## src/rtl/bsg_fifo_2el_pkg.sv

```systemverilog
// rtl/bsg_fifo_2el_pkg.sv - shared types and constants for the two-producer 2-entry FIFO
package bsg_fifo_2el_pkg;

    localparam int els_lp       = 2;
    localparam int cnt_width_lp = 16;

    typedef logic       prod_idx_t;
    typedef logic [1:0] occ_t;

    localparam occ_t occ_full_lp = 2'd2;

endpackage

```

## src/rtl/bsg_mem_1r1w_synth.sv

```systemverilog
// rtl/bsg_mem_1r1w_synth.sv - 1r1w storage array, synchronous write, combinational read
module bsg_mem_1r1w_synth #(
    parameter int width_p                = 36,
    parameter int els_p                  = 2,
    parameter bit read_write_same_addr_p = 1'b0,
    parameter int addr_width_lp          = (els_p > 1) ? $clog2(els_p) : 1
) (
    input  logic                     w_clk_i,
    input  logic                     w_v_i,
    input  logic [addr_width_lp-1:0] w_addr_i,
    input  logic [width_p-1:0]       w_data_i,
    input  logic                     r_v_i,
    input  logic [addr_width_lp-1:0] r_addr_i,
    output logic [width_p-1:0]       r_data_o
);

    logic [width_p-1:0] r_mem [els_p];

    always_ff @(posedge w_clk_i) begin
        if (w_v_i) begin
            r_mem[w_addr_i] <= w_data_i;
        end
    end

    assign r_data_o = r_v_i ? r_mem[r_addr_i] : '0;

    if (!read_write_same_addr_p) begin : g_addr_chk
        always_ff @(posedge w_clk_i) begin
            if (w_v_i && r_v_i) begin
                assert (w_addr_i != r_addr_i);
            end
        end
    end

endmodule

```

## src/rtl/bsg_rr_arb_2.sv

```systemverilog
// rtl/bsg_rr_arb_2.sv - two-input round-robin arbiter; grant is one-hot, state kept by the caller
module bsg_rr_arb_2
    import bsg_fifo_2el_pkg::*;
(
    input  logic [1:0] reqs_i,
    input  prod_idx_t  last_grant_i,
    input  logic       ack_i,
    output logic [1:0] grant_o,
    output prod_idx_t  last_grant_next_o
);

    logic [1:0] w_grant;

    // On contention the producer that did not win last time goes first
    always_comb begin
        w_grant = 2'b00;
        case (reqs_i)
            2'b01:   w_grant = 2'b01;
            2'b10:   w_grant = 2'b10;
            2'b11:   w_grant = last_grant_i ? 2'b01 : 2'b10;
            default: w_grant = 2'b00;
        endcase
    end

    assign grant_o           = w_grant;
    assign last_grant_next_o = ack_i ? w_grant[1] : last_grant_i;

endmodule

```

## src/rtl/bsg_fifo_2el_rr_ctrl.sv

```systemverilog
// rtl/bsg_fifo_2el_rr_ctrl.sv - 2-entry FIFO, two round-robin producers, one consumer; BSG_FIFO_RR_STATS_EN adds enq_cnt_o
module bsg_fifo_2el_rr_ctrl
    import bsg_fifo_2el_pkg::*;
#(
    parameter int width_p = 36
) (
    input  logic                 clk_i,
    input  logic                 reset_n_i,
    input  logic [1:0]           v_i,
    input  logic [2*width_p-1:0] data_i,
    output logic [1:0]           ready_o,
    output logic                 v_o,
    output logic [width_p-1:0]   data_o,
    input  logic                 yumi_i,
    output occ_t                 count_o
`ifdef BSG_FIFO_RR_STATS_EN
    ,
    output logic [2*cnt_width_lp-1:0] enq_cnt_o
`endif
);

    logic      r_wptr;
    logic      r_rptr;
    occ_t      r_count;
    prod_idx_t r_last_grant;

    logic [1:0]         w_grant;
    logic [1:0]         w_ready;
    logic               w_enq;
    logic               w_deq;
    logic               w_v;
    prod_idx_t          w_last_grant_next;
    logic [width_p-1:0] w_enq_data;

    bsg_rr_arb_2 u_arb (
        .reqs_i            (v_i),
        .last_grant_i      (r_last_grant),
        .ack_i             (w_enq),
        .grant_o           (w_grant),
        .last_grant_next_o (w_last_grant_next)
    );

    // Full blocks enqueue even with a concurrent dequeue, so a write never lands on the read slot
    assign w_ready    = {2{reset_n_i & (r_count != occ_full_lp)}} & w_grant;
    assign w_enq      = |(v_i & w_ready);
    assign w_v        = reset_n_i & (r_count != 2'd0);
    assign w_deq      = yumi_i & w_v;
    assign w_enq_data = w_grant[1] ? data_i[2*width_p-1:width_p] : data_i[width_p-1:0];

    bsg_mem_1r1w_synth #(
        .width_p                (width_p),
        .els_p                  (els_lp),
        .read_write_same_addr_p (1'b0)
    ) u_mem (
        .w_clk_i  (clk_i),
        .w_v_i    (w_enq),
        .w_addr_i (r_wptr),
        .w_data_i (w_enq_data),
        .r_v_i    (w_v),
        .r_addr_i (r_rptr),
        .r_data_o (data_o)
    );

    always_ff @(posedge clk_i) begin
        if (!reset_n_i) begin
            r_wptr       <= 1'b0;
            r_rptr       <= 1'b0;
            r_count      <= 2'd0;
            r_last_grant <= 1'b1;
        end else begin
            if (w_enq) begin
                r_wptr <= ~r_wptr;
            end
            if (w_deq) begin
                r_rptr <= ~r_rptr;
            end
            r_count      <= r_count + occ_t'(w_enq) - occ_t'(w_deq);
            r_last_grant <= w_last_grant_next;
        end
    end

    assign ready_o = w_ready;
    assign v_o     = w_v;
    assign count_o = reset_n_i ? r_count : 2'd0;

`ifdef BSG_FIFO_RR_STATS_EN
    logic [cnt_width_lp-1:0] r_enq_cnt [2];

    always_ff @(posedge clk_i) begin
        if (!reset_n_i) begin
            r_enq_cnt[0] <= '0;
            r_enq_cnt[1] <= '0;
        end else begin
            for (int i = 0; i < 2; i++) begin
                if (v_i[i] && w_ready[i] && (r_enq_cnt[i] != '1)) begin
                    r_enq_cnt[i] <= r_enq_cnt[i] + 1'b1;
                end
            end
        end
    end

    assign enq_cnt_o = {r_enq_cnt[1], r_enq_cnt[0]};
`endif

endmodule
```

## config.mk

```make
export PLATFORM = sky130hd
export DESIGN_NAME = bsg_fifo_2el_rr_ctrl
export DESIGN_NICKNAME = d
export VERILOG_FILES = /design/src/rtl/bsg_fifo_2el_pkg.sv /design/src/rtl/bsg_mem_1r1w_synth.sv /design/src/rtl/bsg_rr_arb_2.sv /design/src/rtl/bsg_fifo_2el_rr_ctrl.sv
export SDC_FILE = /design/constraint.sdc
export NUM_CORES = 1
export LEC_CHECK = 0
export ABC_AREA = 1
export BUFFER_PORTS_ARGS = -buffer_cell sky130_fd_sc_hd__buf_2
export CORE_MARGIN = 2
export CORE_UTILIZATION = 50
export CTS_CLUSTER_SIZE = 12
export DETAILED_ROUTE_END_ITERATION = 12
export GPL_ROUTABILITY_DRIVEN = 0
export PLACE_DENSITY_LB_ADDON = 0.25
export SYNTH_ARGS = -nofsm -noshare
export SYNTH_HDL_FRONTEND = slang
export SYNTH_HIERARCHICAL = 1
export SYNTH_SLANG_ARGS = --single-unit
```

## constraint.sdc

```tcl
create_clock -name clk_i -period 4.05 [get_ports clk_i]
set_clock_uncertainty 0.2 [all_clocks]
set_input_delay 0.2025 -clock clk_i [delete_from_list [all_inputs] [get_ports clk_i]]
set_output_delay 0.2025 -clock clk_i [all_outputs]
set_load 0.02 [all_outputs]
```

==> results of run 1 <==
[worst reg2reg max path: stages, from the launching register on]
cell,delay (ps)
sky130_fd_sc_hd__dfxtp_1,340
sky130_fd_sc_hd__nand2_1,100
sky130_fd_sc_hd__and2_1,170
sky130_fd_sc_hd__buf_4,380
sky130_fd_sc_hd__inv_2,390
sky130_fd_sc_hd__nand2_1,170
sky130_fd_sc_hd__nand2_1,70
sky130_fd_sc_hd__dlygate4sd3_1,580
[kinds of logic after synthesis]
family                     Yosys count  share of synthesized area (%)
xor gates and xnor gates             1                         0.2321
buffers and inverters               71                          9.480
DFF                                 77                          59.93
and+or+nand+nor                    279                          29.10
AOI/OAI and AO/OA                    4                         0.5966
adders and majority gates            2                         0.6628
[cell usage after synthesis, drive strengths merged]
cell	instances
nand2	196
nor2	78
edfxtp	72
inv	51
buf	20
dfxtp	5
a21oi	2
ha	2
nand3	2
nand4	2
a21boi	1
and2	1
o21ai	1
xor2	1
[area by class of cell]
class | instances | area [µm²] | share of cell area, %
well taps | 99 | 123.9 | 2.307
flip-flops and latches | 77 | 2263 | 42.16
clock inverters | 6 | 158.9 | 2.960
multi-input cells | 286 | 1162 | 21.65
inverters | 51 | 191.4 | 3.566
repair buffers | 193 | 1341 | 24.98
clock buffers | 10 | 127.6 | 2.377
[metal layers]
layer	vias up	global-route usage, %	routed length (µm)
li1	1696	-	-
met1	1471	24.72	3557
met2	89	40.24	4560
met3	16	3.422	355
met4	0	9.596	202
met5	-	0	0
[worst max-delay path by stage]
stage,endpoint,cells after the start,start
after floorplan,u_mem/r_mem[0][0],7,r_last_grant
after global placement,u_mem/r_mem[0][18],6,r_last_grant
after detailed placement,u_mem/r_mem[0][18],6,r_last_grant
after CTS,u_mem/r_mem[1][23],7,r_last_grant
after global routing,u_mem/r_mem[1][0],7,r_last_grant
final,u_mem/r_mem[0][33],7,r_last_grant
[registers in the layout, indices dropped and copies added, names as in the netlist]
signal	count
r_count	2
u_mem/r_mem	72
r_wptr	1
r_last_grant	1
r_rptr	1
[cells in the final DEF (no fill, tap or decap), drive strengths merged]
cell type and count:
a21boi 1, a21oi 2, and2 1, buf 119
bufinv 5, clkbuf 10, clkinv 1, dfxtp 5
dlygate4sd3 74, edfxtp 72, ha 2, inv 51
nand2 196, nand3 2, nand4 2, nor2 78
o21ai 1, xor2 1
[timing repair]
| action | CTS | global route |
|---|---|---|
| hold buffers | 74 | 0 |
| endpoints found under the setup margin | 0 | 0 |
| endpoints found under the hold margin | 76 | 0 |
[report_power, final]
part | total [mW] | switching (mW) | leakage [nW] | internal, mW
Combinational | 0.419 | 0.238 | 1.76 | 0.181
Sequential | 0.952 | 0.0299 | 0.701 | 0.922
Clock | 0.807 | 0.272 | 0.141 | 0.535
Total | 2.18 | 0.539 | 2.60 | 1.64
==> impl_metrics.toml, run 1 <==
[timing]
period_share_pct = 65.78
final.setup.worst_slack_ps = 1386
setup_violations = 0
rsz0062_at_grt = "false"
fin_tns_setup_ps = 0
clock.fmax_ghz = 0.3754
hold_viol_final = 0
final_period_minus_worst_setup_slack_ps = 2664
drv_slew = 0
actual_slew_at_the_worst_max_slew_pin_ps = 1246
worst_hold_slack_ps = 33.89
relSlewSlack_pct = 16.94

[place]
place_worst_setup_slack_ps = 1626
dpl.hpwl_mm = 4.943
portBuffers = 117
place_inst = 632
placed_cell_area_um2 = 4342

[route]
firstDrtPassIters = 4
drt-vias-per-instance = 4.532
drt.antenna.violating_nets = 0
post-route-drc-count = 0
drt-initial-drc-count = 189
wire_per_inst_um = 12.02
route.vias.total = 3272
finalWirelength_mm = 8.676

[finish]
nets = 697
utilization_pct = 73.63
number_of_fill_cells = 555
layout.cell_area.non_filler_um2 = 5369
area_growth_pct = 42.23
post_layout_nonfiller_instances = 722
drive_gt1_share_pct = 24.56
antenna_cells_inserted = 0

[synth]
yosysTopAreaCell = "sky130_fd_sc_hd__edfxtp_1"
yosys-top-cells-area = "sky130_fd_sc_hd__edfxtp_1 57%, sky130_fd_sc_hd__nand2_1 19%, sky130_fd_sc_hd__nor2_1 6.8%, sky130_fd_sc_hd__inv_1 4.9%, sky130_fd_sc_hd__buf_6 2.7%"
postSynthCellCount = 434
synth-seq-cells = 77
syn_nets = 513
yosysWarningCount = 6
mean_cell_area_of_the_mapped_netlist_um2 = 8.698
post_synth_instance_area_um2 = 3775
ys_seq_area_share_pct = 59.93
synth.top_cell.area_share_pct = 57.28
count_of_distinct_cell_types_in_the_synthesized_netlist = 20

[clocking]
worst_skew_pair.late_latency_ps = 330
cts-resized-gates = 0
tritoncts_num_sinks = 77
ctsLongestPathBuffers = 2
cts-buffers-inserted = 9
tritoncts = "done"
cts.htree.levels = 3
root_buffer = "sky130_fd_sc_hd__clkbuf_8"
clk_pin_slew_worst_paths_ps = 80
cts_post_setup_buffers_inserted = 0

[critical_path]
cpPeakStageDelay_ps = 580
cpMostUsedCell = "sky130_fd_sc_hd__nand2_1"
crit-reg2reg-capture = "u_mem/r_mem[0][33]"
cp_data_required_time_ps = 3930
crit-reg2reg-launch = "r_last_grant"
path_max_fanout = 37
worst_setup_path_start_kind = "register"
worstPathArrival_ps = 2540
path_buf_inv = 3
cp_slowest_cell = "sky130_fd_sc_hd__dlygate4sd3_1"
worstPathCellList = "nand2_1 -> and2_1 -> buf_4 -> inv_2 -> nand2_1 -> nand2_1 -> dlygate4sd3_1"
reg_to_reg_setup_timing_slack_ps = 1390
worstSetupPathType = "reg -> reg"
crit_family = "buffers and inverters"
timing.reg2reg.worst_path_depth = 7
end_kind = "register"

[power]
design_power_total_mw = 2.178
power.ir.vdd_worst_uv = 259.9
power.static_leakage_nw = 2.599
power_per_cell_area_nw_per_um2 = 405.6

[global_route]
number_of_antenna_violations_at_the_first_check_in_global_routing = 0
grt_overflow = 0
maximum_number_of_pins_on_one_net_before_global_route_repair = 75
grt.total_usage_pct = 21.77
grt_first_pass_wirelength_mm = 14.06
grt_pass1_vias = 3161

[floorplanning]
pin_count = 118
initial_core_util_pct = 51.77
floorplan.die.width_um = 90.89
design.core.area_um2 = 7292
std_cell_rows = 31
die-height_um = 90.89
dieArea_um2 = 8261

[hold_path]
min_delay_worst_endpoint = "r_last_grant"
hold-path-cell-count = 5
hold_path_class = "in -> reg"
min_from = "v_i[1]"

[run_status]
outcome = "finished clean"

[run]
max_cap_viols = 0
Note: power is estimated with default switching activity, not from simulation.
==> run 2, diff against run 1 <==
--- a/config.mk
+++ b/config.mk
@@ -8,7 +8,7 @@
 export ABC_AREA = 1
 export BUFFER_PORTS_ARGS = -buffer_cell sky130_fd_sc_hd__buf_2
 export CORE_MARGIN = 2
-export CORE_UTILIZATION = 50
+export CORE_UTILIZATION = 46
 export CTS_CLUSTER_SIZE = 12
 export DETAILED_ROUTE_END_ITERATION = 12
 export GPL_ROUTABILITY_DRIVEN = 0
==> constraint.sdc (replaced) <==
create_clock -name clk_i -period 2.45 [get_ports clk_i]
set_clock_uncertainty 0.2 [all_clocks]
set_input_delay 0.1225 -clock clk_i [delete_from_list [all_inputs] [get_ports clk_i]]
set_output_delay 0.1225 -clock clk_i [all_outputs]
set_load 0.02 [all_outputs]
==> run 2 against run 1 <==
Compared with the run above: worst hold slack got worse by 17 ps; first-iteration DRC count down 26%; critical path depth down 1; global-route usage fell by 1.5 points; largest cell class unchanged; combinational power increased by 65%.
==> impl_metrics.toml, run 2 (synthesized netlist as in run 1, its figures left out) <==
[finish]
number_of_fill_cells = 670
nets = 703
antenna_cells_inserted = 0
registers.top_by_ff_count = "u_mem/r_mem"
drive_gt1_share_pct = 24.96
most-common-layout-cells = "192 x sky130_fd_sc_hd__nand2_1, 117 x sky130_fd_sc_hd__buf_2, 75 x sky130_fd_sc_hd__dlygate4sd3_1"
utilization_pct = 66.33
area_growth_pct = 42.19
largest_registers = "u_mem/r_mem (72), r_count (2)"
largest_register_ff_count = 72
final_common_cell = "sky130_fd_sc_hd__nand2_1"

[run_status]
outcome = "finished clean"

[floorplanning]
std_cell_rows = 33
dieArea_um2 = 8947
floorplan.die.width_um = 94.59
design.core.area_um2 = 8093
die-height_um = 94.59
initial_core_util_pct = 46.65
pin_count = 118

[timing]
setup_violations = 0
final_period_minus_worst_setup_slack_ps = 2223
fin_tns_setup_ps = 0
hold_viol_final = 0
clock.fmax_ghz = 0.4498
drv_slew = 0
relSlewSlack_pct = 69.74
worst_hold_slack_ps = 16.95
actual_slew_at_the_worst_max_slew_pin_ps = 453.9
rsz0062_at_grt = "false"
period_share_pct = 90.75

[hold_path]
hold-path-cell-count = 4
hold_path_class = "in -> reg"

[clocking]
ctsLongestPathBuffers = 2
root_buffer = "sky130_fd_sc_hd__clkbuf_8"
cts-buffers-inserted = 9
tritoncts_num_sinks = 77
worst_skew_pair.late_latency_ps = 330
cts.htree.levels = 3
tritoncts = "done"
clk_pin_slew_worst_paths_ps = 80

[route]
finalWirelength_mm = 8.902
drt.antenna.violating_nets = 0
post-route-drc-count = 0
route.vias.total = 3307
firstDrtPassIters = 5
drt-initial-drc-count = 140
wire_per_inst_um = 12.13
drt-vias-per-instance = 4.505

[power]
internal-power_mw = 2.376
power.static_leakage_nw = 2.573
power.ir.vdd_worst_uv = 351.6
seq_power_share_pct = 47.6
power_frac_clock_pct = 31.2
power_per_cell_area_nw_per_um2 = 608.2
p_switching_uw = 888.6
switching_share_pct = 27.22
combPwrFrac_pct = 21.1

[place]
dpl.hpwl_mm = 5.046
portBuffers = 117

[global_route]
grt_first_pass_wirelength_mm = 13.97
maximum_number_of_pins_on_one_net_before_global_route_repair = 53
number_of_antenna_violations_at_the_first_check_in_global_routing = 0
grt.total_usage_pct = 20.29
grt_overflow = 0
grt_pass1_vias = 3221

[critical_path]
path_max_fanout = 37
worst_setup_path_start_kind = "register"
worstPathArrival_ps = 1900
timing.reg2reg.worst_path_depth = 11
cp_data_required_time_ps = 2130
worstSetupPathType = "reg -> out"
end_kind = "primary output"

[run]
max_cap_viols = 0
==> run 2: cell types whose count changed in the layout (fill, tap and decap cells not counted) <==
| cell | change |
|---|---|
| sky130_fd_sc_hd__bufinv_16 | -3 |
| sky130_fd_sc_hd__dlygate4sd3_1 | +1 |
| sky130_fd_sc_hd__inv_2 | -1 |
| sky130_fd_sc_hd__buf_12 | +1 |
| sky130_fd_sc_hd__clkinvlp_4 | +2 |
| sky130_fd_sc_hd__inv_4 | +1 |
| sky130_fd_sc_hd__clkinv_1 | +2 |
| sky130_fd_sc_hd__buf_4 | +4 |
| sky130_fd_sc_hd__inv_1 | -1 |
==> run 2: critical path, stage by stage (launching register included) <==
cell,delay [ps]
sky130_fd_sc_hd__dfxtp_1,330
sky130_fd_sc_hd__nand2_1,80
sky130_fd_sc_hd__and2_1,150
sky130_fd_sc_hd__buf_4,390
sky130_fd_sc_hd__inv_4,270
sky130_fd_sc_hd__nor2_1,160
sky130_fd_sc_hd__buf_2,170
==> run 2: final timing paths <==
path,slack [ps],startpoint,to
setup / recovery,230,r_last_grant,ready_o[1]
setup reg to reg,320,r_last_grant,r_count[1]
hold reg to reg,310,r_count[1],r_count[1]
hold / removal,20,v_i[1],r_wptr
==> run 2: layout make-up <==
| class | count | area [µm²] | area share, % |
|---|---|---|---|
| sequential | 77 | 2263 | 42.17 |
| timing repair buffer | 199 | 1401 | 26.11 |
| multi-input combinational | 286 | 1162 | 21.65 |
| inverter | 51 | 193.9 | 3.613 |
| tap | 105 | 131.4 | 2.448 |
| clock buffer | 10 | 127.6 | 2.378 |
| clock inverter | 6 | 87.58 | 1.632 |
==> run 2: metrics by stage <==
step | std cells | power (mW) | instance area (µm²) | setup WS (ps)
floorplan | 434 | 1.999 | 3782 | 176.0
global route | 734 | 3.420 | 5368 | 83.79
global placement | 643 | 2.162 | 4399 | 461.5
detailed placement | 643 | 2.178 | 4399 | 345.2
finish | 734 | 3.264 | 5368 | 226.7
CTS | 734 | 3.273 | 5365 | 50.23
==> run 2: metal layers <==
| metal | vias to the layer above | global-route usage, % | routed length (µm) |
|---|---|---|---|
| met2 | 89 | 38.33 | 4857 |
| met3 | 15 | 3.272 | 397 |
| met5 | - | 0 | 0 |
| met4 | 0 | 8.816 | 161 |
| li1 | 1702 | - | - |
| met1 | 1501 | 22.36 | 3486 |
==> run 2: timing repair <==
action                     in CTS  in global routing
setup endpoints to repair       0                  1
hold endpoints to repair       77                  0
setup buffers                   0                  0
hold buffers                   75                  0
gates resized for setup         0                  2
==> run 2: power groups by stage <==
stage,clock network (mW),registers (mW),logic (mW)
floorplan,0,1.57,0.429
global placement,0,1.58,0.580
detailed placement,0,1.58,0.595
CTS,1.03,1.55,0.688
global route,1.09,1.56,0.772
finish,1.02,1.55,0.690
